[config.mk]
export PLATFORM = sky130hd
export DESIGN_NAME = vga_image_fetch
export DESIGN_NICKNAME = d
export VERILOG_FILES = /design/src/rtl/vga_timing_pkg.sv /design/src/rtl/vga_timing.sv /design/src/rtl/vga_image_fetch.sv
export SDC_FILE = /design/constraint.sdc
export NUM_CORES = 1
export LEC_CHECK = 0
export ABC_CLOCK_PERIOD_IN_PS = 3700
export BUFFER_PORTS_ARGS = -buffer_cell sky130_fd_sc_hd__buf_2
export CELL_PAD_IN_SITES_DETAIL_PLACEMENT = 0
export CELL_PAD_IN_SITES_GLOBAL_PLACEMENT = 1
export CORE_MARGIN = 1.5
export CORE_UTILIZATION = 43
export CTS_BUF_LIST = sky130_fd_sc_hd__clkbuf_16
export DETAILED_ROUTE_END_ITERATION = 12
export GPL_ROUTABILITY_DRIVEN = 0
export PLACE_DENSITY_LB_ADDON = 0.1
export SETUP_SLACK_MARGIN = 0.2
export SLEW_MARGIN = 25
export SYNTH_ARGS = -nofsm -noshare
export SYNTH_HDL_FRONTEND = slang
export SYNTH_HIERARCHICAL = 1
export SYNTH_SLANG_ARGS = --single-unit
export TNS_END_PERCENT = 50
[constraint.sdc]
create_clock -name clk -period 3.7 [get_ports clk]
set_input_delay 0.37 -clock clk [delete_from_list [all_inputs] [get_ports clk]]
set_output_delay 0.37 -clock clk [all_outputs]
set_load 0.03 [all_outputs]
[src/rtl/vga_timing_pkg.sv]
// Shared VGA 640x480@60 timing constants, RGB field positions and a
// shift-add constant multiplier used for image row addressing.
package vga_timing_pkg;

  localparam int VGA_H_VISIBLE = 640;
  localparam int VGA_H_FP      = 16;
  localparam int VGA_H_SYNC    = 96;
  localparam int VGA_H_BP      = 48;
  localparam int VGA_V_VISIBLE = 480;
  localparam int VGA_V_FP      = 10;
  localparam int VGA_V_SYNC    = 2;
  localparam int VGA_V_BP      = 33;

  localparam int VGA_H_TOTAL = VGA_H_VISIBLE + VGA_H_FP + VGA_H_SYNC + VGA_H_BP;
  localparam int VGA_V_TOTAL = VGA_V_VISIBLE + VGA_V_FP + VGA_V_SYNC + VGA_V_BP;

  localparam int VGA_H_SYNC_START = VGA_H_VISIBLE + VGA_H_FP;
  localparam int VGA_H_SYNC_END   = VGA_H_SYNC_START + VGA_H_SYNC;
  localparam int VGA_V_SYNC_START = VGA_V_VISIBLE + VGA_V_FP;
  localparam int VGA_V_SYNC_END   = VGA_V_SYNC_START + VGA_V_SYNC;

  localparam int RGB_R_MSB = 23;
  localparam int RGB_R_LSB = 16;
  localparam int RGB_G_MSB = 15;
  localparam int RGB_G_LSB = 8;
  localparam int RGB_B_MSB = 7;
  localparam int RGB_B_LSB = 0;

  // Multiply by a constant as a sum of shifted copies; for k=80 this is
  // (x<<6)+(x<<4), so no multiplier is inferred.
  function automatic logic [31:0] const_mul(input logic [31:0] x, input int k);
    logic [31:0] acc;
    acc = '0;
    for (int i = 0; i < 32; i++) begin
      if (k[i]) acc = acc + (x << i);
    end
    return acc;
  endfunction

endpackage

[src/rtl/vga_timing.sv]
// Free-running horizontal/vertical pixel counters with combinational
// visible/sync/frame-start decode (stage 0 of the fetch pipeline).
module vga_timing
  import vga_timing_pkg::*;
#(
  parameter int H_VISIBLE = VGA_H_VISIBLE,
  parameter int H_FP      = VGA_H_FP,
  parameter int H_SYNC    = VGA_H_SYNC,
  parameter int H_BP      = VGA_H_BP,
  parameter int V_VISIBLE = VGA_V_VISIBLE,
  parameter int V_FP      = VGA_V_FP,
  parameter int V_SYNC    = VGA_V_SYNC,
  parameter int V_BP      = VGA_V_BP,
  localparam int H_TOTAL  = H_VISIBLE + H_FP + H_SYNC + H_BP,
  localparam int V_TOTAL  = V_VISIBLE + V_FP + V_SYNC + V_BP,
  localparam int HW       = $clog2(H_TOTAL),
  localparam int VW       = $clog2(V_TOTAL)
) (
  input  logic          clk,
  input  logic          rst,
  output logic [HW-1:0] h_cnt,
  output logic [VW-1:0] v_cnt,
  output logic          visible,
  output logic          hs_n,
  output logic          vs_n,
  output logic          fs
);

  localparam logic [HW-1:0] H_LAST   = HW'(H_TOTAL - 1);
  localparam logic [HW-1:0] H_VIS_C  = HW'(H_VISIBLE);
  localparam logic [HW-1:0] HS_START = HW'(H_VISIBLE + H_FP);
  localparam logic [HW-1:0] HS_END   = HW'(H_VISIBLE + H_FP + H_SYNC);
  localparam logic [VW-1:0] V_LAST   = VW'(V_TOTAL - 1);
  localparam logic [VW-1:0] V_VIS_C  = VW'(V_VISIBLE);
  localparam logic [VW-1:0] VS_START = VW'(V_VISIBLE + V_FP);
  localparam logic [VW-1:0] VS_END   = VW'(V_VISIBLE + V_FP + V_SYNC);

  // The line counter only moves on the last pixel of a line.
  always_ff @(posedge clk) begin
    if (rst) begin
      h_cnt <= '0;
      v_cnt <= '0;
    end else if (h_cnt == H_LAST) begin
      h_cnt <= '0;
      v_cnt <= (v_cnt == V_LAST) ? '0 : v_cnt + 1'b1;
    end else begin
      h_cnt <= h_cnt + 1'b1;
    end
  end

  always_comb begin
    visible = (h_cnt < H_VIS_C) && (v_cnt < V_VIS_C);
    hs_n    = !((h_cnt >= HS_START) && (h_cnt < HS_END));
    vs_n    = !((v_cnt >= VS_START) && (v_cnt < VS_END));
    fs      = (h_cnt == '0) && (v_cnt == '0);
  end

endmodule

[src/rtl/vga_image_fetch.sv]
// Image fetcher: turns raster position into scaled image ROM addresses and
// re-aligns sync/blanking with the 1-cycle ROM read before the output pins.
module vga_image_fetch
  import vga_timing_pkg::*;
#(
  parameter int H_VISIBLE   = VGA_H_VISIBLE,
  parameter int H_FP        = VGA_H_FP,
  parameter int H_SYNC      = VGA_H_SYNC,
  parameter int H_BP        = VGA_H_BP,
  parameter int V_VISIBLE   = VGA_V_VISIBLE,
  parameter int V_FP        = VGA_V_FP,
  parameter int V_SYNC      = VGA_V_SYNC,
  parameter int V_BP        = VGA_V_BP,
  parameter int SCALE_SHIFT = 3,
  parameter int IMG_W       = H_VISIBLE >> SCALE_SHIFT,
  parameter int ADDR_WIDTH  = 13,
  parameter int DATA_WIDTH  = 24
) (
  input  logic                  clk,
  input  logic                  rst,
  output logic [ADDR_WIDTH-1:0] rom_addr,
  input  logic [DATA_WIDTH-1:0] rom_rdata,
  output logic [DATA_WIDTH-1:0] rgb,
  output logic                  hsync,
  output logic                  vsync,
  output logic                  frame_start
);

  localparam int HW = $clog2(H_VISIBLE + H_FP + H_SYNC + H_BP);
  localparam int VW = $clog2(V_VISIBLE + V_FP + V_SYNC + V_BP);

  logic [HW-1:0]         h_cnt;
  logic [VW-1:0]         v_cnt;
  logic                  visible, hs_n, vs_n, fs;
  logic [31:0]           row_base, col;
  logic [ADDR_WIDTH-1:0] addr_next;
  logic                  vis_d1, hs_d1, vs_d1, fs_d1;
  logic                  vis_d2, hs_d2, vs_d2, fs_d2;

  vga_timing #(
    .H_VISIBLE (H_VISIBLE),
    .H_FP      (H_FP),
    .H_SYNC    (H_SYNC),
    .H_BP      (H_BP),
    .V_VISIBLE (V_VISIBLE),
    .V_FP      (V_FP),
    .V_SYNC    (V_SYNC),
    .V_BP      (V_BP)
  ) u_timing (
    .clk     (clk),
    .rst     (rst),
    .h_cnt   (h_cnt),
    .v_cnt   (v_cnt),
    .visible (visible),
    .hs_n    (hs_n),
    .vs_n    (vs_n),
    .fs      (fs)
  );

  // Each image word covers a (1<<SCALE_SHIFT)-square block of screen pixels.
  assign row_base  = const_mul(32'(v_cnt >> SCALE_SHIFT), IMG_W);
  assign col       = 32'(h_cnt >> SCALE_SHIFT);
  assign addr_next = visible ? ADDR_WIDTH'(row_base + col) : '0;

  // Flags travel one register per stage so they meet the ROM data at stage 3;
  // reset clears every stage so no stale pixel or partial sync leaks out.
  always_ff @(posedge clk) begin
    if (rst) begin
      rom_addr    <= '0;
      vis_d1      <= 1'b0;
      hs_d1       <= 1'b1;
      vs_d1       <= 1'b1;
      fs_d1       <= 1'b0;
      vis_d2      <= 1'b0;
      hs_d2       <= 1'b1;
      vs_d2       <= 1'b1;
      fs_d2       <= 1'b0;
      rgb         <= '0;
      hsync       <= 1'b1;
      vsync       <= 1'b1;
      frame_start <= 1'b0;
    end else begin
      rom_addr    <= addr_next;
      vis_d1      <= visible;
      hs_d1       <= hs_n;
      vs_d1       <= vs_n;
      fs_d1       <= fs;
      vis_d2      <= vis_d1;
      hs_d2       <= hs_d1;
      vs_d2       <= vs_d1;
      fs_d2       <= fs_d1;
      rgb         <= vis_d2 ? rom_rdata : '0;
      hsync       <= hs_d2;
      vsync       <= vs_d2;
      frame_start <= fs_d2;
    end
  end

endmodule

# [Word-level counts from Yosys, hierarchy flattened]
# Index checks and enable logic that the tools add are counted.
[classes] n_eq_ne=2 bitwise=2 n_reduce_logical=11 n_addsub=4 n_lt_le_gt_ge=6 mux=1
[ops] operator="$add A10 B1 Y10 const B" count=2
[ops] operator="$eq A10 B10 Y1 const B" count=2
[ops] operator="$logic_not A10 Y1" count=2
[ops] operator="$lt A10 B10 Y1 const B" count=2
[ops] operator="$lt A10 B9 Y1 const B" count=2
[ops] operator="$add A11 B13 Y13" count=1
[ops] operator="$add A13 B7 Y13" count=1
[ops] operator="$ge A10 B10 Y1 const B" count=1
[ops] operator="$ge A10 B9 Y1 const B" count=1
[ops] operator="$mux W10" count=1
[ops] operator="$reduce_or A2 Y1" count=3
[ops] operator="$logic_and A1 B1 Y1" count=4
[ops] operator="$logic_not A1 Y1" count=2
[ops] operator="$not A1 Y1" count=2
[word_totals] out_inout_bits=40 regBits=68 elab_cells=41

# [Longest topological paths before layout]
# Gate-level depths: netlist of run 1.
[logic_depth] depth_word=4 mapped_depth=8 mapped_depth_nobuf=8

# [By module]
# Netlist of run 1, hierarchy kept.
[modules_own_cells] mod="vga_image_fetch" area_each_um2=1687.9 instances=1 cells_each=149
[modules_own_cells] mod="vga_timing" area_each_um2=1099.8 instances=1 cells_each=125

# [Worst setup path before layout of run 1]
# Ideal clock, no wire load.
[synth_path] path_type="register to register" from="register u_timing.h_cnt[9]" to="register rom_addr[10]" synth_period_minus_slack_ns=2.344 setup_ns=0.062 arrival_time_ns=2.282 required_time_ns=3.638 n_path_buf=0 path_stages_with_launch=9 setup_slack_ns=1.356 path_cell_list="dfxtp_1 > inv_1 > fa_1 > inv_1 > ha_1 > a211oi_2 > nor2_1 > or4_1 > nand3_1"
[synth_between] elab_chain_cells=4
[synth_rtl] element="start, declared" line="vga_timing.sv:21" rtl="output logic [HW-1:0] h_cnt,"
[synth_rtl] element="start signal, assigned" line="vga_timing.sv:47" rtl="h_cnt <= h_cnt + 1'b1;"
[synth_rtl] element="$lt A10 B10 Y1" line="vga_timing.sv:52" rtl="visible = (h_cnt < H_VIS_C) && (v_cnt < V_VIS_C);"
[synth_rtl] element="$logic_and A1 B1 Y1" line="vga_timing.sv:52"
[synth_rtl] element="$not A1 Y1 (no source line)"
[synth_rtl] element="$reduce_or A2 Y1 (no source line)"
[synth_rtl] element="end signal, assigned" line="vga_image_fetch.sv:83" rtl="rom_addr <= addr_next;"
[synth_rtl] element="end, declared" line="vga_image_fetch.sv:21" rtl="output logic [ADDR_WIDTH-1:0] rom_addr,"
# Parallel ways exist; a longest one is shown, timed or not.
# A chain may end at the register's enable or synchronous reset.

# [Final worst setup path of run 1]
# Ends and elaborated chain as after synthesis.

==> results of run 1 <==
-- area by class of cell --
cell class,instances,area (um^2)
multi-input cells,186,1350
flip-flops and latches,68,1360
clock inverters,7,75.1
fillers,590,2840
repair buffers,65,325
inverters,12,45.0
well taps,77,96.3
clock buffers,9,225
-- logic make-up (layout without fill, tap and decap cells) --
kind of cell | count (synthesis) | count (layout) | share of synthesized area (%)
buf+inv | 20 | 93 | 2.87
compound gates | 25 | 25 | 6.10
flops | 68 | 68 | 48.8
xor+xnor | 15 | 15 | 4.71
fa+ha+maj | 19 | 19 | 9.07
simple gates | 124 | 124 | 27.3
mux | 3 | 3 | 1.08
-- where the power goes --
group	internal [uW]	switching [uW]
registers	746	5.71
clock network	524	312
logic	26.4	38.8
-- cells in the final DEF (no fill, tap or decap), types with 3 or more instances in the layout --
master     netlist  layout
o21ai_0          5       5
nand3_1          9       9
nor2_1          24      24
xnor2_1         10      10
clkinv_4         0       3
dfxtp_1         68      68
or3_1            3       3
ha_1            17      17
nand2b_1         4       4
xor2_1           5       5
inv_1           12      12
or2_2            7       7
nor3_2           3       3
nand4_1          6       6
and2_1          31      31
nor2b_1          5       4
a21o_1           4       4
mux2i_1          3       3
a21oi_1          6       6
nand2_1          8       8
clkbuf_16        0       9
nor3_1           3       3
buf_2            3      65
nor4_1           5       5
-- layer usage --
metal	global-route usage, %	routed length (um)
met2	24.5	2260
met1	19.6	2510
met4	6.86	43
met5	0	0
met3	4.75	345
-- registers in the layout, indices dropped and copies added (netlist names) --
name / flops
frame_start: 1
fs_d1: 1
fs_d2: 1
hs_d1: 1
hs_d2: 1
hsync: 1
rgb: 24
rom_addr: 13
u_timing/h_cnt: 10
u_timing/v_cnt: 10
vis_d1: 1
vis_d2: 1
vs_d1: 1
vs_d2: 1
vsync: 1
-- worst max-delay path: cells and delay by family (launching register included) --
kind                       cells  cell delay (ns)
and+or+nand+nor                3             0.64
buffers and inverters          2             0.18
DFF                            1             0.48
AOI/OAI and AO/OA              1             0.29
adders and majority gates      2             0.86
-- through the flow --
step                instance area (um^2)  std cells
CTS                                 3480        424
detailed placement                  3180        408
floorplan                           2790        274
global route                        3480        424
global placement                    3170        408
finish                              3480        424
-- worst max path at each step --
stage                                 start  depth (start not counted)      endpoint  slack [ns]
final                     u_timing/h_cnt[9]                          8  rom_addr[10]        1.20
after global routing      u_timing/h_cnt[9]                          8  rom_addr[10]        1.00
after CTS                 u_timing/h_cnt[9]                          8  rom_addr[10]        1.17
after detailed placement  u_timing/h_cnt[9]                          8  rom_addr[10]        1.19
after global placement    u_timing/v_cnt[3]                          8  rom_addr[10]        1.23
after floorplan           u_timing/h_cnt[9]                          8  rom_addr[10]        1.36
==> flow_summary.json, run 1 <==
{
  "path_clk_slew_ns": 0.06,
  "hold_path_depth": 2,
  "grt_usage_pct": 15.5,
  "rrSetupSlack_ns": 1.20,
  "yosys.area.top_type": "dfxtp_1",
  "via_per_inst": 4.85,
  "first_pass_iters": 4,
  "critPathArrivalTime_ns": 2.76,
  "ys.flop_type": "dfxtp_1",
  "core-area_um2": 6310,
  "drc": 0,
  "path_class": "flop to flop",
  "io_pins": 66,
  "cts_hold_buf": 0,
  "synth_nets": 319,
  "finalCritPeriodShare_pct": 67.5,
  "fin_nets": 387,
  "via_count": 2058,
  "fmax_mhz": 400,
  "p_leak_uw": 0.00164,
  "finalHoldViolCount": 0,
  "grt_overflow_total": 0,
  "ctsResizeCount": 0,
  "final.min_clock_period_ns": 2.50,
  "diodes": 0,
  "yosys-top-cells-area": "dfxtp_1 49%, ha_1 7.6%, and2_1 7.0%",
  "final.setup.tns_ns": 0,
  "initial_utilization_pct": 44.2,
  "critPathMaxFanout": 7,
  "cts_sinks": 68,
  "synth_top_area_share_pct": 48.8,
  "grt_pass1_wl_um": 8860,
  "drive_gt1_share_pct": 30.0,
  "crit_path_frequent_cell": "inv_1",
  "die_w_um": 83.5,
  "total_power_uw": 1650,
  "hold_end": "rgb[15]",
  "wl_per_cell_um": 12.2,
  "crit_chain": "inv_1 -> fa_1 -> inv_1 -> ha_1 -> a211oi_2 -> nor2_1 -> or4_1 -> nand3_1",
  "reg2reg_from": "u_timing/h_cnt[9]",
  "syn-instance-count": 274,
  "hp-start": "rom_rdata[15]",
  "cts_buffers": 9,
  "die_h_um": 83.5,
  "timing.hold.ws_ns": 0.251,
  "worstSkewPairLatency_ns": 0.32,
  "yosysSeqAreaShare_pct": 48.8,
  "hold_class": "input port to flop",
  "max_stage_delay_ns": 0.54,
  "worstMarginPinSlew_ns": 0.630,
  "cp-end-kind": "flop",
  "cts.htree.levels": 3,
  "synth_most_common_cell": "dfxtp_1",
  "antenna_found_initial": 0,
  "peakVddDrop_uv": 310,
  "required_ns": 3.96,
  "ant_nets": 0,
  "cp_slowest_cell": "fa_1",
  "grt_pass1_vias": 1982,
  "synth_edf_count": 0,
  "drt-initial-drc-count": 55,
  "finalSetupViolations": 0,
  "fin_ws_ns": 1.20,
  "r2r-end": "rom_addr[10]",
  "synth_cell_type_count": 45,
  "area_growth_syn_to_layout_pct": 24.7,
  "rsz0062_at_grt": "false",
  "outcome": "finished, final reports clean",
  "avgSynthCellArea_um2": 10.2,
  "die_area_um2": 6970,
  "reg2reg_depth": 8,
  "post_cts_buffers": 0,
  "synthArstFlopShare_pct": 0,
  "synth_common_cells": "68 x dfxtp_1, 31 x and2_1, 24 x nor2_1, 17 x ha_1, 12 x inv_1",
  "slew_violations": 0,
  "cts_tree": "built",
  "place_ws_ns": 1.19,
  "start_kind": "flop",
  "cap_violations": 0,
  "portBuffers": 65,
  "fin_worst_skew_ns": 0.00433,
  "timing.max_slew.rel_slack_pct": 57.8,
  "ctsLongestPathBuffers": 2,
  "ys_warn_count": 6,
  "clockRootBuffer": "clkbuf_16",
  "grt_max_degree": 25,
  "synth-seq-cells": 68,
  "netlist_area_um2": 2790,
  "hpwl_um": 3710,
  "power_density_nw_per_um2": 475,
  "rows": 29,
  "final_util_pct": 55.1,
  "wl_um": 5160
}
Note: power is estimated with default switching activity, not from simulation.
==> inputs of run 2 (changes only) <==
Settings changed: ABC_AREA from default to 1, ABC_CLOCK_PERIOD_IN_PS 3700 to 2400, CORE_UTILIZATION 43 to 38.
Clock period 3.7 ns to 2.4 ns, I/O delays scaled along.
==> run 2 against run 1 <==
  * Flip-flop and latch count unchanged
  * Worst setup slack worse by 0.82 ns
  * Count of clock-buffer cells in the layout unchanged
  * Area after synthesis up 4.1%
  * Core utilization is 4.8 points lower
  * First-iteration DRC count down 18%
  * Design area is 6.0% higher
==> flow_summary.json, run 2 <==
{
  "synth_nets": 422,
  "drc": 0,
  "fin_worst_skew_ns": 0.00490,
  "fillCellCount": 749,
  "timing.max_slew.rel_slack_pct": 52.5,
  "synth_fa_ha_area_share_pct": 8.71,
  "wl_um": 5780,
  "synth-seq-cells": 68,
  "cts_tree": "built",
  "synth_edf_count": 0,
  "antenna_found_initial": 0,
  "synthArstFlopShare_pct": 0,
  "core-area_um2": 7330,
  "ys.flop_type": "dfxtp_1",
  "required_ns": 2.62,
  "path_class": "flop to flop",
  "finalSetupViolations": 0,
  "finish.instance_area_um2": 3690,
  "area_growth_syn_to_layout_pct": 27.0,
  "worstMarginPinSlew_ns": 0.711,
  "wl_per_cell_um": 10.4,
  "netlist_area_um2": 2900,
  "cp-end-kind": "flop",
  "die_h_um": 90.4,
  "hpwl_um": 4270,
  "avgSynthCellArea_um2": 7.70,
  "finalHoldViolCount": 0,
  "diodes": 0,
  "fin_nets": 498,
  "total_power_uw": 2680,
  "place_ws_ns": 0.320,
  "synth-simple-area-share_pct": 29.5,
  "power_density_nw_per_um2": 726,
  "cts.htree.levels": 3,
  "fin_ws_ns": 0.385,
  "yosysSeqAreaShare_pct": 46.9,
  "ctsResizeCount": 0,
  "fmax_mhz": 496,
  "ys_warn_count": 6,
  "via_per_inst": 4.34,
  "critPathArrivalTime_ns": 2.23,
  "synth_cell_type_count": 29,
  "slew_violations": 0,
  "hold_class": "input port to flop",
  "die_w_um": 90.4,
  "ctsLongestPathBuffers": 2,
  "ant_nets": 0,
  "peakVddDrop_uv": 349,
  "rsz0062_at_grt": "false",
  "synth_compound_area_share_pct": 3.06,
  "largest_reg_flops": 24,
  "grt_max_degree": 25,
  "synth_most_common_cell": "nor2_1",
  "yosys.area.top_type": "dfxtp_1",
  "rows": 31,
  "p_leak_uw": 0.00193,
  "syn-instance-count": 377,
  "rrSetupSlack_ns": 0.39,
  "worstSkewPairLatency_ns": 0.32,
  "first_pass_iters": 4,
  "reg_top3": "rgb x24, rom_addr x13",
  "dpl_cell_area_um2": 3360,
  "path_clk_slew_ns": 0.06,
  "cts_hold_buf": 0,
  "grt_usage_pct": 15.3,
  "cts_sinks": 68,
  "synthMuxAreaShare_pct": 0,
  "cts_buffers": 9,
  "io_pins": 66,
  "die_area_um2": 8170,
  "grt_pass1_wl_um": 10000,
  "yosys-top-cells-area": "dfxtp_1 47%, nor2_1 9.6%, inv_1 9.3%",
  "finalCritPeriodShare_pct": 83.9,
  "synth_common_cells": "74 x nor2_1, 72 x inv_1, 68 x dfxtp_1, 58 x nand2_1, 27 x nand3_1",
  "final_util_pct": 50.3,
  "post_cts_buffers": 0,
  "synth_top_family_by_area": "simple AND/OR/NAND/NOR gates",
  "mostFrequentLayoutCell": "nor2_1",
  "register_area_um2": 1360,
  "regMostFlops": "rgb",
  "drt-initial-drc-count": 45,
  "critPathMaxFanout": 5,
  "cap_violations": 0,
  "via_count": 2419,
  "grt_overflow_total": 0,
  "final.setup.tns_ns": 0,
  "synth_top_area_share_pct": 46.9,
  "synth_xor_area_share_pct": 1.21,
  "initial_utilization_pct": 39.6,
  "start_kind": "flop",
  "outcome": "finished, final reports clean",
  "final.min_clock_period_ns": 2.01,
  "portBuffers": 65,
  "multi_input_area_um2": 1230,
  "clockRootBuffer": "clkbuf_16",
  "final_cell_mix": "74 x nor2_1, 72 x inv_1, 66 x dfxtp_1",
  "grt_pass1_vias": 2194,
  "drive_gt1_share_pct": 23.1
}
## run 2: worst paths after layout
| kind | from | to | depth (start not counted) |
|---|---|---|---|
| max | u_timing/h_cnt[9] | rom_addr[9] | 9 |
| min | rom_rdata[8] | rgb[8] | 3 |
| max reg2reg | u_timing/h_cnt[9] | rom_addr[9] | 9 |
| min reg2reg | fs_d1 | fs_d2 | 2 |
## run 2: power breakdown
part / leakage (uW) / switching (uW) / internal [uW] / total (uW)
clock: 0.000156 / 497 / 914 / 1410
sequential: 0.000553 / 7.62 / 1150 / 1160
combinational: 0.00122 / 71.0 / 39.6 / 111
## run 2: layer usage
metal	up-vias	track usage (%)	part of all wire, %
li1	1304	-	-
met1	1034	19.6	49
met2	75	23.7	44
met3	6	5.47	6.2
met4	0	5.82	1.3
met5	-	0	0
## run 2: area by class of cell
class / instances / share of cell area (%)
multi-input cells: 230 / 33.5
clock inverters: 7 / 2.68
inverters: 75 / 7.77
repair buffers: 69 / 9.64
flip-flops and latches: 68 / 37.0
clock buffers: 9 / 6.11
well taps: 99 / 3.36
## run 2: cells by family after synthesis
kind of cell,after synthesis
buf+inv,79
flops,68
fa+ha+maj,19
simple gates,190
compound gates,17
xor+xnor,4
## run 2: stage by stage
step,hold slack (ns),cells
finish,0.122,557
global route,0.117,557
CTS,0.107,557
detailed placement,0.395,541
global placement,0.390,541
floorplan,0.312,377
## run 2: worst max-delay path, cell delays in order (launching register included)
cell and delay [ns]:
dfxtp_2 0.36, inv_1 0.06, fa_1 0.53, inv_1 0.07, fa_1 0.44, nand2_1 0.10, nand2_1 0.07, and2_4 0.14
nor2_1 0.09, nor2_1 0.05
==> inputs of run 3 (changes only) <==
Settings changed: ABC_CLOCK_PERIOD_IN_PS 2400 to 2000.
Clock period 2.4 ns to 2 ns, I/O delays scaled along.
==> run 3 against run 2 <==
  * Routed wire length up 2.9%
  * Non-clock buffer count rose by 5
  * Fmax increased by 9.3%
  * Critical endpoint is now rom_addr[11]
  * Critical path depth up 1
  * Flip-flop and latch count stayed put
  * Clock power grew 16%
  * Clock skew rose by 0.0030 ns
  * Register-to-register slack got worse by 0.23 ns
  * Cell count up 0.90%
==> flow_summary.json, run 3 (synthesis results as in run 2) <==
{
  "grt_max_degree": 25,
  "cts_buffers": 9,
  "fillCellCount": 756,
  "drive_gt1_share_pct": 26.3,
  "timing.max_slew.rel_slack_pct": 73.5,
  "via_count": 2406,
  "initial_utilization_pct": 39.6,
  "ctsLongestPathBuffers": 2,
  "die_area_um2": 8170,
  "p_leak_uw": 0.00195,
  "drt-initial-drc-count": 35,
  "rows": 31,
  "finalSetupViolations": 0,
  "first_pass_iters": 4,
  "critPathMaxFanout": 2,
  "hold_class": "input port to flop",
  "final.min_clock_period_ns": 1.84,
  "cp_slowest_cell": "fa_1",
  "regMostFlops": "rgb",
  "fmax_mhz": 542,
  "cap_violations": 0,
  "final_cell_count_no_fill": 562,
  "crit_family": "adder cells",
  "final_cell_mix": "74 x nor2_1, 70 x inv_1, 65 x buf_2",
  "power_density_nw_per_um2": 843,
  "diodes": 0,
  "mostFrequentLayoutCell": "nor2_1",
  "via_per_inst": 4.28,
  "grt_usage_pct": 15.7,
  "die_w_um": 90.4,
  "outcome": "finished, final reports clean",
  "area_growth_syn_to_layout_pct": 28.6,
  "worstSkewPairLatency_ns": 0.33,
  "dp_cells": 543,
  "final.setup.tns_ns": 0,
  "max_stage_delay_ns": 0.56,
  "finalCritPeriodShare_pct": 92.2,
  "grt_overflow_total": 0,
  "worstMarginPinSlew_ns": 0.393,
  "grt_pass1_wl_um": 10300,
  "path_class": "flop to flop",
  "multi_input_area_um2": 1250,
  "fin_worst_skew_ns": 0.00787,
  "final_util_pct": 50.9,
  "cts_tree": "built",
  "rsz0062_at_grt": "true",
  "total_power_uw": 3150,
  "path_clk_slew_ns": 0.06,
  "finalHoldViolCount": 0,
  "grt_pass1_vias": 2236,
  "largest_reg_flops": 24,
  "timing.hold.ws_ns": 0.0825,
  "ant_nets": 0,
  "required_ns": 2.22,
  "slew_violations": 0,
  "reg_top3": "rgb x24, rom_addr x13",
  "wl_um": 5950,
  "drc": 0,
  "antenna_found_initial": 0,
  "cp-end-kind": "flop",
  "start_kind": "flop",
  "crit_path_frequent_cell": "nand2_1",
  "hpwl_um": 4420,
  "worst-path-buf-inv": 2,
  "fin_nets": 503,
  "cts_hold_buf": 0,
  "wl_per_cell_um": 10.6,
  "cts.htree.levels": 3,
  "clockRootBuffer": "clkbuf_16",
  "portBuffers": 65,
  "peakVddDrop_uv": 418,
  "register_area_um2": 1370,
  "cts_sinks": 68,
  "crit_chain": "inv_1 -> fa_1 -> inv_2 -> fa_2 -> nand2_2 -> nand2_1 -> nand3b_1 -> nand3_1 -> nand2_1 -> nor2_1",
  "io_pins": 66,
  "core-area_um2": 7330,
  "critPathArrivalTime_ns": 2.06,
  "die_h_um": 90.4
}
-- run 3: worst paths after layout --
kind | startpoint | end | slack, ns | cells past startpoint
worst max-delay path | u_timing/h_cnt[9] | rom_addr[11] | 0.16 | 10
worst min register to register | fs_d1 | fs_d2 | 0.40 | 2
worst max register to register | u_timing/h_cnt[9] | rom_addr[11] | 0.16 | 10
worst min-delay path | rom_rdata[11] | rgb[11] | 0.08 | 3
-- run 3: timing repair --
action	in CTS	in global routing
gates cloned	0	0
buffers inserted	2	1
pin swaps	1	2
gates resized for setup	5	2
setup endpoints to repair	5	5
-- run 3: final cells by class --
| class | count | share of cell area [%] |
|---|---|---|
| flip-flops and latches | 68 | 36.8 |
| multi-input cells | 230 | 33.4 |
| repair buffers | 74 | 10.5 |
| inverters | 75 | 7.68 |
| clock buffers | 9 | 6.03 |
| well taps | 99 | 3.32 |
| clock inverters | 7 | 2.21 |
-- run 3: power by group --
| part | internal (uW) | switching [uW] | leakage [uW] |
|---|---|---|---|
| logic | 48.5 | 86.3 | 0.00125 |
| clock network | 987 | 640 | 0.000145 |
| registers | 1380 | 9.11 | 0.000555 |
| total | 2410 | 735 | 0.00195 |
-- run 3: stage by stage --
step,cell area [um^2],setup WS (ns)
3_3_place_gp,3390,0.143
4_1_cts,3720,0.141
3_5_place_dp,3390,0.0858
5_1_grt,3730,0.0433
6_report,3730,0.157
2_1_floorplan,2910,0.202
-- run 3: tightest hold or removal path: stages --
cell and delay, ns:
buf_2 0.10, inv_1 0.04, nor2_1 0.03
-- run 3: metal layers --
layer,up-vias,track usage (%),wire [um]
li1,1316,-,-
met1,1021,20.3,2990
met2,60,24.7,2560
met3,9,3.70,305
met4,0,7.14,88
met5,-,0,0
